==> config.mk <==
export PLATFORM = sky130hd
export DESIGN_NAME = wptr_full_prog
export DESIGN_NICKNAME = d
export VERILOG_FILES = /design/src/rtl/wptr_full_prog.sv
export SDC_FILE = /design/constraint.sdc
export NUM_CORES = 1
export LEC_CHECK = 0
export ABC_AREA = 1
export CORE_MARGIN = 8
export CORE_UTILIZATION = 43
export CTS_CLUSTER_SIZE = 14
export DETAILED_ROUTE_END_ITERATION = 8
export HOLD_SLACK_MARGIN = 0.12
export PLACE_DENSITY = 0.73
export SLEW_MARGIN = 20
export SYNTH_ARGS = -nofsm -noshare
export SYNTH_HDL_FRONTEND = slang
export SYNTH_SLANG_ARGS = --single-unit
export TNS_END_PERCENT = 100
==> constraint.sdc <==
create_clock -name wclk -period 6.9 [get_ports wclk]
set_input_delay 1.38 -clock wclk [delete_from_list [all_inputs] [get_ports wclk]]
set_output_delay 1.38 -clock wclk [all_outputs]
set_load 0.02 [all_outputs]
==> src/rtl/wptr_full_prog.sv <==
// Write-domain pointer and flag generator for a dual-clock FIFO.
// Holds binary/Gray write pointers, full and almost-full flags, a fill level and a sticky overflow flag.
module wptr_full_prog #(
    parameter int ASIZE = 4
) (
    input  logic             wclk,
    input  logic             wrst,
    input  logic             winc,
    input  logic [ASIZE:0]   wq2_rptr,
    input  logic [ASIZE:0]   afull_thresh,
    input  logic             ovf_clr,
    output logic [ASIZE-1:0] waddr,
    output logic [ASIZE:0]   wptr,
    output logic             wfull,
    output logic             wafull,
    output logic [ASIZE:0]   wlevel,
    output logic             woverflow
);

    // The full pattern is the read pointer with its top two Gray bits inverted.
    localparam logic [ASIZE:0] FULL_MASK = (ASIZE+1)'(3) << (ASIZE - 1);

    logic [ASIZE:0] wbin_q, wbin_d;
    logic [ASIZE:0] wptr_q, wptr_d;
    logic           wfull_q, wfull_d;
    logic           wafull_q, wafull_d;
    logic [ASIZE:0] wlevel_q, wlevel_d;
    logic           woverflow_q, woverflow_d;

    logic           wpush;
    logic [ASIZE:0] rbin;

    always_comb begin
        rbin = '0;
        for (int i = 0; i <= ASIZE; i++) begin
            rbin[i] = ^(wq2_rptr >> i);
        end
    end

    always_comb begin
        wpush       = winc & ~wfull_q;
        wbin_d      = wbin_q + {{ASIZE{1'b0}}, wpush};
        wptr_d      = (wbin_d >> 1) ^ wbin_d;
        wfull_d     = (wptr_d == (wq2_rptr ^ FULL_MASK));
        wlevel_d    = wbin_d - rbin;
        wafull_d    = (wlevel_d >= afull_thresh);
        woverflow_d = (winc & wfull_q) | (woverflow_q & ~ovf_clr);
    end

    always_ff @(posedge wclk) begin
        if (wrst) begin
            wbin_q      <= '0;
            wptr_q      <= '0;
            wfull_q     <= 1'b0;
            wafull_q    <= 1'b0;
            wlevel_q    <= '0;
            woverflow_q <= 1'b0;
        end else begin
            wbin_q      <= wbin_d;
            wptr_q      <= wptr_d;
            wfull_q     <= wfull_d;
            wafull_q    <= wafull_d;
            wlevel_q    <= wlevel_d;
            woverflow_q <= woverflow_d;
        end
    end

    assign waddr     = wbin_q[ASIZE-1:0];
    assign wptr      = wptr_q;
    assign wfull     = wfull_q;
    assign wafull    = wafull_q;
    assign wlevel    = wlevel_q;
    assign woverflow = woverflow_q;

endmodule

==> results of run 1 <==
## sequential cells by signal (all words and copies together) (netlist names)
name,flops
wfull,1
wafull,1
woverflow,1
wbin_q,5
wlevel,5
wptr,4
## layout make-up
class                   instances  area (µm²)  share of cell area [%]
multi-input cells             119         673                    45.9
flip-flops and latches         17         340                    23.2
repair buffers                 30         300                    20.5
inverters                      24        90.1                    6.14
well taps                      30        37.5                    2.56
clock buffers                   4        26.3                    1.79
## logic make-up (layout without fill, tap and decap cells)
kind of cell / after synthesis / count (layout) / share of synthesized area [%]
xor gates and xnor gates: 7 / 7 / 6.87
DFF: 17 / 17 / 30.6
AOI/OAI and AO/OA: 12 / 12 / 5.97
buffers and inverters: 26 / 58 / 8.78
and+or+nand+nor: 89 / 89 / 34.7
adders and majority gates: 11 / 11 / 13.1
## synthesized netlist by cell type, types with 2 or more instances
library cell	n
nand2_1	49
inv_1	23
dfxtp_1	17
nand3_1	15
nor2_1	15
a21oi_1	10
ha_1	10
xor2_1	4
nand2_2	3
nor2_2	3
clkbuf_1	2
nand3_2	2
xor2_2	2
## metal layers
layer	wire length, µm	track usage [%]	part of all wire [%]	up-vias
met1	1080	14.7	44	493
met3	151	1.68	6.1	2
met5	0	0	0	-
met2	1220	21.0	49	19
li1	-	-	-	569
met4	29	4.80	1.2	0
## power by group
part / switching, mW / internal (mW) / leakage [nW] / total (mW)
registers: 0.00299 / 0.107 / 0.139 / 0.110
logic: 0.0598 / 0.0495 / 0.587 / 0.109
clock network: 0.0297 / 0.0224 / 0.0150 / 0.0521
## worst max path at each step
stage                            from           endpoint  slack (ns)  cells after the start
final                     wq2_rptr[4]  wafull$_SDFF_PP0_        2.60                     20
after global routing      wq2_rptr[3]  wafull$_SDFF_PP0_        2.26                     20
after CTS                 wq2_rptr[3]  wafull$_SDFF_PP0_        2.60                     20
after detailed placement  wq2_rptr[3]  wafull$_SDFF_PP0_        2.29                     20
after global placement    wq2_rptr[3]  wafull$_SDFF_PP0_        2.42                     20
after floorplan           wq2_rptr[3]  wafull$_SDFF_PP0_        3.12                     19
## critical path, stage by stage
cell and delay, ns:
clkdlybuf4s50_1 0.57, inv_2 0.09, nand2_1 0.10, nand3_2 0.08
nand2_2 0.11, xor2_2 0.22, xor2_1 0.10, ha_1 0.22
fa_1 0.41, inv_1 0.07, nand3_1 0.09, nand2_1 0.07
nand2_1 0.04, nand2_1 0.09, inv_1 0.05, ha_1 0.32
a21oi_1 0.16, o221ai_1 0.12, a21oi_1 0.13, nor2_1 0.05
## per-stage QoR
step / util, % / area, µm² / worst slack, ns / hold slack, ns
6_report: 59.8 / 1470 / 2.60 / 0.469
2_1_floorplan: - / 1110 / 3.12 / 0.536
3_3_place_gp: 58.7 / 1440 / 2.42 / 0.450
5_1_grt: 59.8 / 1470 / 2.26 / 0.495
4_1_cts: 59.8 / 1470 / 2.60 / 0.477
3_5_place_dp: 58.7 / 1440 / 2.29 / 0.462
==> summary.txt, run 1 <==
Finish
  – Share of cells above drive strength 1: 7.73%
  – Cell Count, Final, Fillers Out: 224
  – Area grow syn2layout: 32.1%
  – Filler cell count: roughly 230
  – Final nets: 220
  – Most frequent cells in the layout: nand2_1 (49), clkdlybuf4s50_1 (30), inv_1 (23)
  – Diodes inserted: 0
  – Commonest non-fill, non-tap cell in the layout: nand2_1

Clocking
  – # Post-CTS Setup Buffers: 0
  – Post-CTS resize count: 0
  – Number of hold buffers added after cts: 0
  – Clock Path Buffers: 2
  – Clock tree sinks: 17
  – Clk_lat worst skew: 0.28 ns
  – CTS Buf Count: 3
  – Clock slew seen by the registers of the worst setup and hold paths: 0.10 ns
  – CTS tree: built
  – Clock tree root buffer cell: clkbuf_4
  – H-tree depth: 1

STA
  – Worst-Margin Slew: 0.697 ns
  – Relative slew slack: around 53%
  – Fin. Hold Viols: 0
  – Setup-failing EPs final: 0
  – Clk_skew: 0.000982 ns
  – Setup TNS: 0 ns
  – Unrepaired setup endpoints after global routing: false
  – Fmax: 232 MHz
  – Fin. max-slew vios: 0
  – Tcrit/Tclk final: 62.4%
  – Final worst path period need: 4.30 ns

Die
  – Core area: 2450 µm²
  – Die H: 66.8 µm
  – Initial Utilization: 45.3%
  – Chip Width: 66.8 µm
  – Ports: 31
  – Row count: 18
  – Die area: about 4500 µm²

Drt
  – Antenna-violating nets left: 0
  – Via density per instance: ~4.8
  – Wirelength, routed: 2480 µm
  – Detailed-route wire length per cell: between 10 and 15 µm
  – DRC: 0
  – Routed via count: 1,083
  – DR pass1 iterations: 4
  – Iteration-0 DRC Markers: 30

Synthesis
  – Post-Syn Nets: 187
  – Mapped Cells: between 150 and 200
  – Ys Warns: 0
  – Cells taking the most area after synthesis: dfxtp_1 (31%), nand2_1 (17%), ha_1 (11%), inv_1 (7.8%), nand3_1 (6.8%)
  – Dominant synthesized flop cell: dfxtp_1
  – Avg Inst Size Synth: 6.86 µm²
  – Area leader, netlist: dfxtp_1
  – Cell Area, Synth: 1110 µm²
  – Number of synthesized register bits: 17
  – Post-synth ARST share: 0%
  – Post-synth cell types: 20
  – Synth top area share: a little under a third
  – Post-synthesis sequential area ratio: between 30 and 40%
  – Post-synth EDFFs: 0

Pwr
  – Tot Pwr: 0.271 mW
  – Power Dens Cells: 185 nW/µm²
  – Static leakage: ~0.74 nW
  – Max IR drop VDD: 0.126 mV

Worst setup path
  – Crit Path Class: in2reg
  – FF-to-FF Start: wfull$_SDFF_PP0_
  – Crit-path max FO: 5
  – Setup crit end kind: register
  – Reg-to-reg slack, setup: slightly above 4 ns
  – R2R Path End: wafull$_SDFF_PP0_
  – WP data required: 7.06 ns
  – Crit path launch type: input port
  – Worst r2r path cells: 17
  – Crit path DAT: between 4 and 5 ns

Global route
  – First-pass GRT wire length: 4400 µm
  – Vias in the first global route: around 1,100
  – GRT Residual Overflow: 0
  – Initial antenna violation count: 0
  – Largest net degree at the start of global routing: 18
  – Overall routing resource usage: about an eighth

Place
  – GPL Wtd Cong: 0.789
  – Cells after DPL: 220
  – Final HPWL from detailed placement: between 2000 and 2500 µm
  – IO buf count: 30

Worst hold path
  – Hold path start: woverflow$_SDFF_PP0_
  – Hold Path End: woverflow$_SDFF_PP0_
  – Hold depth: 2
  – Min-delay worst type: reg2reg

Status
  – Status: complete, no violations

Run
  – MaxCap Viol Count: 0
Note: power is estimated with default switching activity, not from simulation.
==> run 2: changes to the inputs <==
Settings changed: CORE_UTILIZATION 43 to 42, PLACE_DENSITY 0.73 to 0.74.
Clock period 6.9 ns to 3.7 ns, I/O delays scaled along.
==> run 2 against run 1 <==
Against the previous run:
- clock-buffer cell count shrank 1
- first-iteration DRC count grew 90%
- combinational power grew 100%
- design area grew 6.0%
- via count grew 2.8%
- critical path depth shrank 1
- register-to-register slack lost 3.2 ns
- clock skew grew 0.0068 ns
- global-route usage shrank 0.38 points
- clock power grew 96%
- sequential share of layout area shrank 1.3 points
- critical endpoint unchanged
- largest power group is now combinational logic
==> summary.txt, run 2 (synthesized netlist as in run 1, its figures left out) <==
Pwr
  – Static leakage: 0.811 nW (+9.3%)
  – P_sw: 0.185 mW (+100%)
  – Int Power: 0.342 mW (+91%)
  – Clock network power share: 19.4% (+0.2 points)
  – Combinational share of power: 41.6% (+1.3 points)
  – Max IR drop VDD: 0.247 mV (+96%)
  – Flop pwr share: 39.0% (-1.5 points)
  – Power Dens Cells: 338 nW/µm² (+83%)
  – Sw frac: 35.1% (+1.0 points)

Die
  – Die H: 67.4 µm (+0.91%)
  – Ports: 31 (unchanged)
  – Die area: 4550 µm² (+1.8%)
  – Initial Utilization: 44.4% (-0.82 points)
  – Core area: 2500 µm² (+1.8%)
  – Chip Width: 67.4 µm (+0.91%)
  – Row count: 18 (unchanged)

Place
  – Final HPWL from detailed placement: 2140 µm (+0.14%)
  – Pre-CTS WS: -0.149 ns (-2.44 ns)
  – Placed cell area: 1520 µm² (+5.2%)
  – GPL Wtd Cong: 0.771 (-2.3%)
  – IO buf count: 30 (unchanged)
  – Cells after DPL: 230 (+4.5%)

Finish
  – Most frequent cells in the layout: nand2_1 (49), clkdlybuf4s50_1 (28), inv_1 (23)
  – Diodes inserted: 0 (unchanged)
  – Cell area after layout: 1560 µm² (+6.0%)
  – Commonest non-fill, non-tap cell in the layout: nand2_1
  – Cell Count, Final, Fillers Out: 234 (+4.5%)
  – Share of cells above drive strength 1: 13.7% (+6.0 points)
  – Final nets: 230 (+4.5%)
  – Area grow syn2layout: 40.0%

Clocking
  – Clock tree sinks: 17 (unchanged)
  – Clock slew seen by the registers of the worst setup and hold paths: 0.11 ns (about the same)
  – H-tree depth: 1 (unchanged)
  – Clock tree root buffer cell: clkbuf_4
  – CTS tree: built
  – Clock Path Buffers: 2 (unchanged)
  – # Post-CTS Setup Buffers: 0 (unchanged)
  – Clk_lat worst skew: 0.30 ns (+0.02 ns)
  – CTS Buf Count: 3 (unchanged)

STA
  – Worst-Margin Slew: 0.683 ns (-0.0138 ns)
  – Tcrit/Tclk final: 93.2%
  – Fin. max-slew vios: 0 (unchanged)
  – Unrepaired setup endpoints after global routing: false
  – Setup WS post-layout: 0.253 ns (-2.34 ns)
  – Clk_skew: 0.00782 ns (+0.00684 ns)
  – Fmax: 290 MHz
  – Fin. Hold Viols: 0 (unchanged)
  – Setup-failing EPs final: 0 (unchanged)
  – Final worst path period need: approximately 3.4 ns
  – Relative slew slack: 54.3% (+0.92 points)

Drt
  – Iteration-0 DRC Markers: 57 (+90%)
  – Via density per instance: 4.76 (-1.6%)
  – Detailed-route wire length per cell: 11.3 µm (+1.6%)
  – DR pass1 iterations: 4 (unchanged)
  – Routed via count: 1,113 (+2.8%)
  – Antenna-violating nets left: 0 (unchanged)
  – DRC: 0 (unchanged)
  – Wirelength, routed: 2640 µm (+6.2%)

Worst setup path
  – Crit-path max FO: 4 (-1)
  – Crit path launch type: input port
  – Crit path DAT: 3.61 ns (-0.85 ns)
  – Crit Path Class: in2reg
  – WP data required: 3.86 ns (-3.20 ns)
  – Setup crit end kind: register
  – Reg-to-reg slack, setup: 0.88 ns (-3.20 ns)

Global route
  – Largest net degree at the start of global routing: 18 (unchanged)
  – First-pass GRT wire length: 4280 µm (-2.8%)
  – Initial antenna violation count: 0 (unchanged)
  – Vias in the first global route: 1,014 (-4.2%)
  – GRT Residual Overflow: 0 (unchanged)
  – Overall routing resource usage: 11.8% (-0.38 points)

Status
  – Status: complete, no violations

Run
  – MaxCap Viol Count: 0 (unchanged)

Worst hold path
  – Min-delay worst type: reg2reg
-- run 2: power groups by stage --
stage / Combinational [mW] / Sequential [mW] / Clock [mW]
floorplan: 0.110 / 0.230 / 0
global placement: 0.209 / 0.209 / 0
detailed placement: 0.214 / 0.210 / 0
CTS: 0.216 / 0.206 / 0.105
global route: 0.242 / 0.207 / 0.114
finish: 0.219 / 0.205 / 0.102
-- run 2: area by class of cell --
type | count | area, µm²
clock inverters | 1 | 5.00
multi-input cells | 119 | 679
fillers | 230 | 945
inverters | 24 | 90.1
repair buffers | 40 | 380
flip-flops and latches | 17 | 340
well taps | 30 | 37.5
clock buffers | 3 | 22.5
-- run 2: critical path: stages --
cell,delay (ns)
clkdlybuf4s50_1,0.51
inv_1,0.07
nand3_1,0.12
nand2_2,0.09
xor2_2,0.16
xor2_1,0.15
ha_1,0.22
fa_2,0.35
inv_1,0.06
nand3_1,0.09
nand2_1,0.07
nand2_1,0.05
nand2_1,0.08
inv_1,0.04
ha_1,0.33
a21oi_2,0.16
o221ai_1,0.13
a21oi_1,0.14
nor2_1,0.05
-- run 2: repair_timing --
item,4_1_cts,5_1_grt
resized for setup,0,4
hold buffers,0,0
hold endpoints to repair,0,0
endpoints found under the setup margin,0,1
-- run 2: path summary, 6_finish.rpt --
path,startpoint,endpoint,depth (start not counted)
max,wq2_rptr[2],wafull$_SDFF_PP0_,19
min,woverflow$_SDFF_PP0_,woverflow$_SDFF_PP0_,2
min reg2reg,woverflow$_SDFF_PP0_,woverflow$_SDFF_PP0_,2
max reg2reg,wfull$_SDFF_PP0_,wafull$_SDFF_PP0_,17
-- run 2: routing by layer --
layer  GRT usage, %  share of wire, %  vias up
met5              0                 0        -
met4           4.70               1.5        0
met3           2.32               6.4        5
met2           19.8                48       27
met1           14.5                43      492
li1               -                 -      589
-- run 2: metrics by stage --
| stage | hold WS (ns) | utilization (%) | power [mW] | setup TNS, ns |
|---|---|---|---|---|
| after floorplan | 0.536 | - | 0.340 | 0 |
| after global placement | 0.450 | 60.7 | 0.418 | -0.0130 |
| after detailed placement | 0.457 | 60.7 | 0.424 | -0.149 |
| after CTS | 0.472 | 61.8 | 0.527 | 0 |
| after global routing | 0.499 | 62.2 | 0.563 | 0 |
| final | 0.465 | 62.2 | 0.526 | 0 |
==> run 3: changes to the inputs <==
Settings changed: PLACE_DENSITY 0.74 to 0.71.
==> run 3 against run 2 <==
Against the previous run:
- first-iteration DRC count fell by 25%
- core utilization fell by 0.75 points
- total power down 0.59%
- clock power about the same
- critical path depth did not move
- hold slack better by 0.0011 ns
- design area decreased by 1.2%
- sequential share of layout area grew 0.27 points
- clock skew fell by 0.0033 ns
- combinational power about the same
==> summary.txt, run 3 (synthesized netlist as in run 1, its figures left out) <==
Drt
  – Uppermost routed layer: met4
  – Detailed-route wire length per cell: 11.2 µm (-0.13%)
  – Via density per instance: 4.78 (+0.50%)
  – Met1 wire length: 1200 µm (+4.5%)
  – DR pass1 iterations: 4 (unchanged)
  – Wirelength, routed: 2610 µm (-0.99%)
  – Metal3 WL: 148 µm (-12%)
  – Iteration-0 DRC Markers: 43 (-25%)
  – Met2 wire length: 1240 µm (-3.3%)
  – Routed via count: 1,109 (-0.36%)
  – DRC: 0 (unchanged)
  – Antenna-violating nets left: 0 (unchanged)

Place
  – Placed cell area: 1500 µm² (-0.99%)
  – Cells after DPL: 228 (-0.87%)
  – GPL Wtd Cong: 0.821 (+6.5%)
  – IO buf count: 30 (unchanged)
  – Final HPWL from detailed placement: 2140 µm (-0.35%)

Clocking
  – Clock tree root buffer cell: clkbuf_4
  – CTS tree: built
  – H-tree depth: 1 (unchanged)
  – CTS Buf Count: 3 (unchanged)
  – Clock tree sinks: 17 (unchanged)
  – # Post-CTS Setup Buffers: 0 (unchanged)
  – Clk_lat worst skew: 0.29 ns (about the same)
  – Clock slew seen by the registers of the worst setup and hold paths: 0.10 ns (about the same)
  – Clock Path Buffers: 2 (unchanged)
  – Number of hold buffers added after cts: 0 (unchanged)

Die
  – Die area: 4550 µm² (unchanged)
  – Die H: 67.4 µm (unchanged)
  – Core area: 2500 µm² (unchanged)
  – Ports: 31 (unchanged)
  – Row count: 18 (unchanged)
  – Initial Utilization: 44.4% (unchanged)
  – Chip Width: 67.4 µm (unchanged)

Worst setup path
  – Crit path launch type: input port
  – CP max-delay cell: clkdlybuf4s50_1
  – Crit-path cells: clkdlybuf4s50_1, inv_1, nand3_1, nand2_2, xor2_2, xor2_1, ha_1, fa_1, inv_1, nand3_1, nand2_1, nand2_1, nand2_1, inv_1, ha_1, a21oi_2, o221ai_1, a21oi_1, nor2_1
  – Crit Path Class: in2reg
  – CP startpoint: wq2_rptr[2]
  – Worst path bufs/invs: 4 (unchanged)
  – Crit-path max FO: 4 (unchanged)
  – FF-to-FF Start: wfull$_SDFF_PP0_
  – Crit path DAT: 3.62 ns (about the same)
  – WP data required: 3.86 ns (about the same)
  – Worst path max stage delay: 0.51 ns (about the same)
  – CP delay by family, top: adder cells
  – Setup crit end kind: register

Pwr
  – Static leakage: 0.799 nW (-1.4%)
  – Power Dens Cells: 340 nW/µm² (+0.63%)
  – Max IR drop VDD: 0.228 mV (-7.8%)

STA
  – Clk_skew: 0.00451 ns (-0.00331 ns)
  – Tcrit/Tclk final: 93.5% (+0.32 points)
  – Fin. Hold Viols: 0 (unchanged)
  – Final worst path period need: 3.46 ns (+0.0117 ns)
  – Worst-Margin Slew: 0.683 ns (+0.000443 ns)
  – Setup-failing EPs final: 0 (unchanged)
  – Relative slew slack: 54.3% (about the same)
  – Fin. max-slew vios: 0 (unchanged)
  – Unrepaired setup endpoints after global routing: false
  – Fmax: 289 MHz (-0.34%)

Global route
  – First-pass GRT wire length: 4350 µm (+1.8%)
  – Largest net degree at the start of global routing: 18 (unchanged)
  – GRT Residual Overflow: 0 (unchanged)
  – Vias in the first global route: 982 (-3.2%)
  – Overall routing resource usage: 12.0% (+0.21 points)
  – Initial antenna violation count: 0 (unchanged)

Worst hold path
  – Min-delay worst type: reg2reg
  – Hold path start: woverflow$_SDFF_PP0_

Status
  – Status: complete, no violations

Finish
  – Filler cell count: 227 (-1.3%)
  – Sequential standard cell area: 340 µm² (unchanged)
  – Multi-input logic area: 677 µm² (-0.37%)
  – Cell area after layout: 1540 µm² (-1.2%)
  – Final nets: 228 (-0.87%)
  – Most frequent cells in the layout: nand2_1 (49), clkdlybuf4s50_1 (28), inv_1 (23)
  – Cell Count, Final, Fillers Out: 232 (-0.85%)
  – Diodes inserted: 0 (unchanged)
  – Commonest non-fill, non-tap cell in the layout: nand2_1
  – Area grow syn2layout: 38.3%
  – Share of cells above drive strength 1: 11.9% (-1.8 points)

Run
  – MaxCap Viol Count: 0 (unchanged)
run 3: cell types whose count changed in the layout (fill, tap and decap cells not counted), sizes merged:
| cell | delta |
|---|---|
| clkinv | -1 |
| clkbuf | +1 |
| buf | -2 |
run 3: through the flow:
step | total power, mW | util [%] | TNS (ns) | worst slack, ns | hold slack [ns]
6_report | 0.523 | 61.5 | 0 | 0.242 | 0.466
5_1_grt | 0.565 | 61.5 | 0 | 0.0556 | 0.498
4_1_cts | 0.527 | 61.1 | 0 | 0.150 | 0.472
3_5_place_dp | 0.424 | 60.1 | -0.152 | -0.152 | 0.456
3_3_place_gp | 0.418 | 60.1 | -0.0296 | -0.0296 | 0.451
2_1_floorplan | 0.340 | - | 0 | 0.558 | 0.536
run 3: path summary, 6_finish.rpt:
path | endpoint | slack [ns] | cells past startpoint
hold / removal | woverflow$_SDFF_PP0_ | 0.47 | 2
setup reg to reg | wafull$_SDFF_PP0_ | 0.90 | 17
setup / recovery | wafull$_SDFF_PP0_ | 0.24 | 19
hold reg to reg | woverflow$_SDFF_PP0_ | 0.47 | 2
run 3: area by class of cell:
class,count,share of cell area [%]
Clock buffer,4,1.71
Inverter,24,5.86
Tap cell,30,2.44
Sequential cell,17,22.1
Multi-Input combinational cell,119,44.1
Timing Repair Buffer,38,23.8
run 3: repair_timing:
action / 4_1_cts / 5_1_grt
endpoints found under the hold margin: 0 / 0
gates resized for setup: 0 / 3
setup endpoints to repair: 0 / 1
run 3: power by group:
group	switching, mW	internal [mW]
clock network	0.0601	0.0419
registers	0.00565	0.199
logic	0.115	0.101
total	0.181	0.342
run 3: layer usage:
layer	GRT usage, %	up-vias
met1	14.5	496
met2	20.1	24
li1	-	587
met3	2.48	2
met4	5.48	0
met5	0	-
run 3: worst reg2reg max path, cell delays in order (launching register included):
cell      delay [ns]
dfxtp_1         0.35
inv_1           0.07
nand3_2         0.09
inv_1           0.06
ha_1            0.35
inv_1           0.13
fa_1            0.47
inv_1           0.07
nand3_1         0.09
nand2_1         0.07
nand2_1         0.04
nand2_1         0.07
inv_1           0.05
ha_1            0.32
a21oi_2         0.15
o221ai_1        0.11
a21oi_1         0.13
nor2_1          0.05
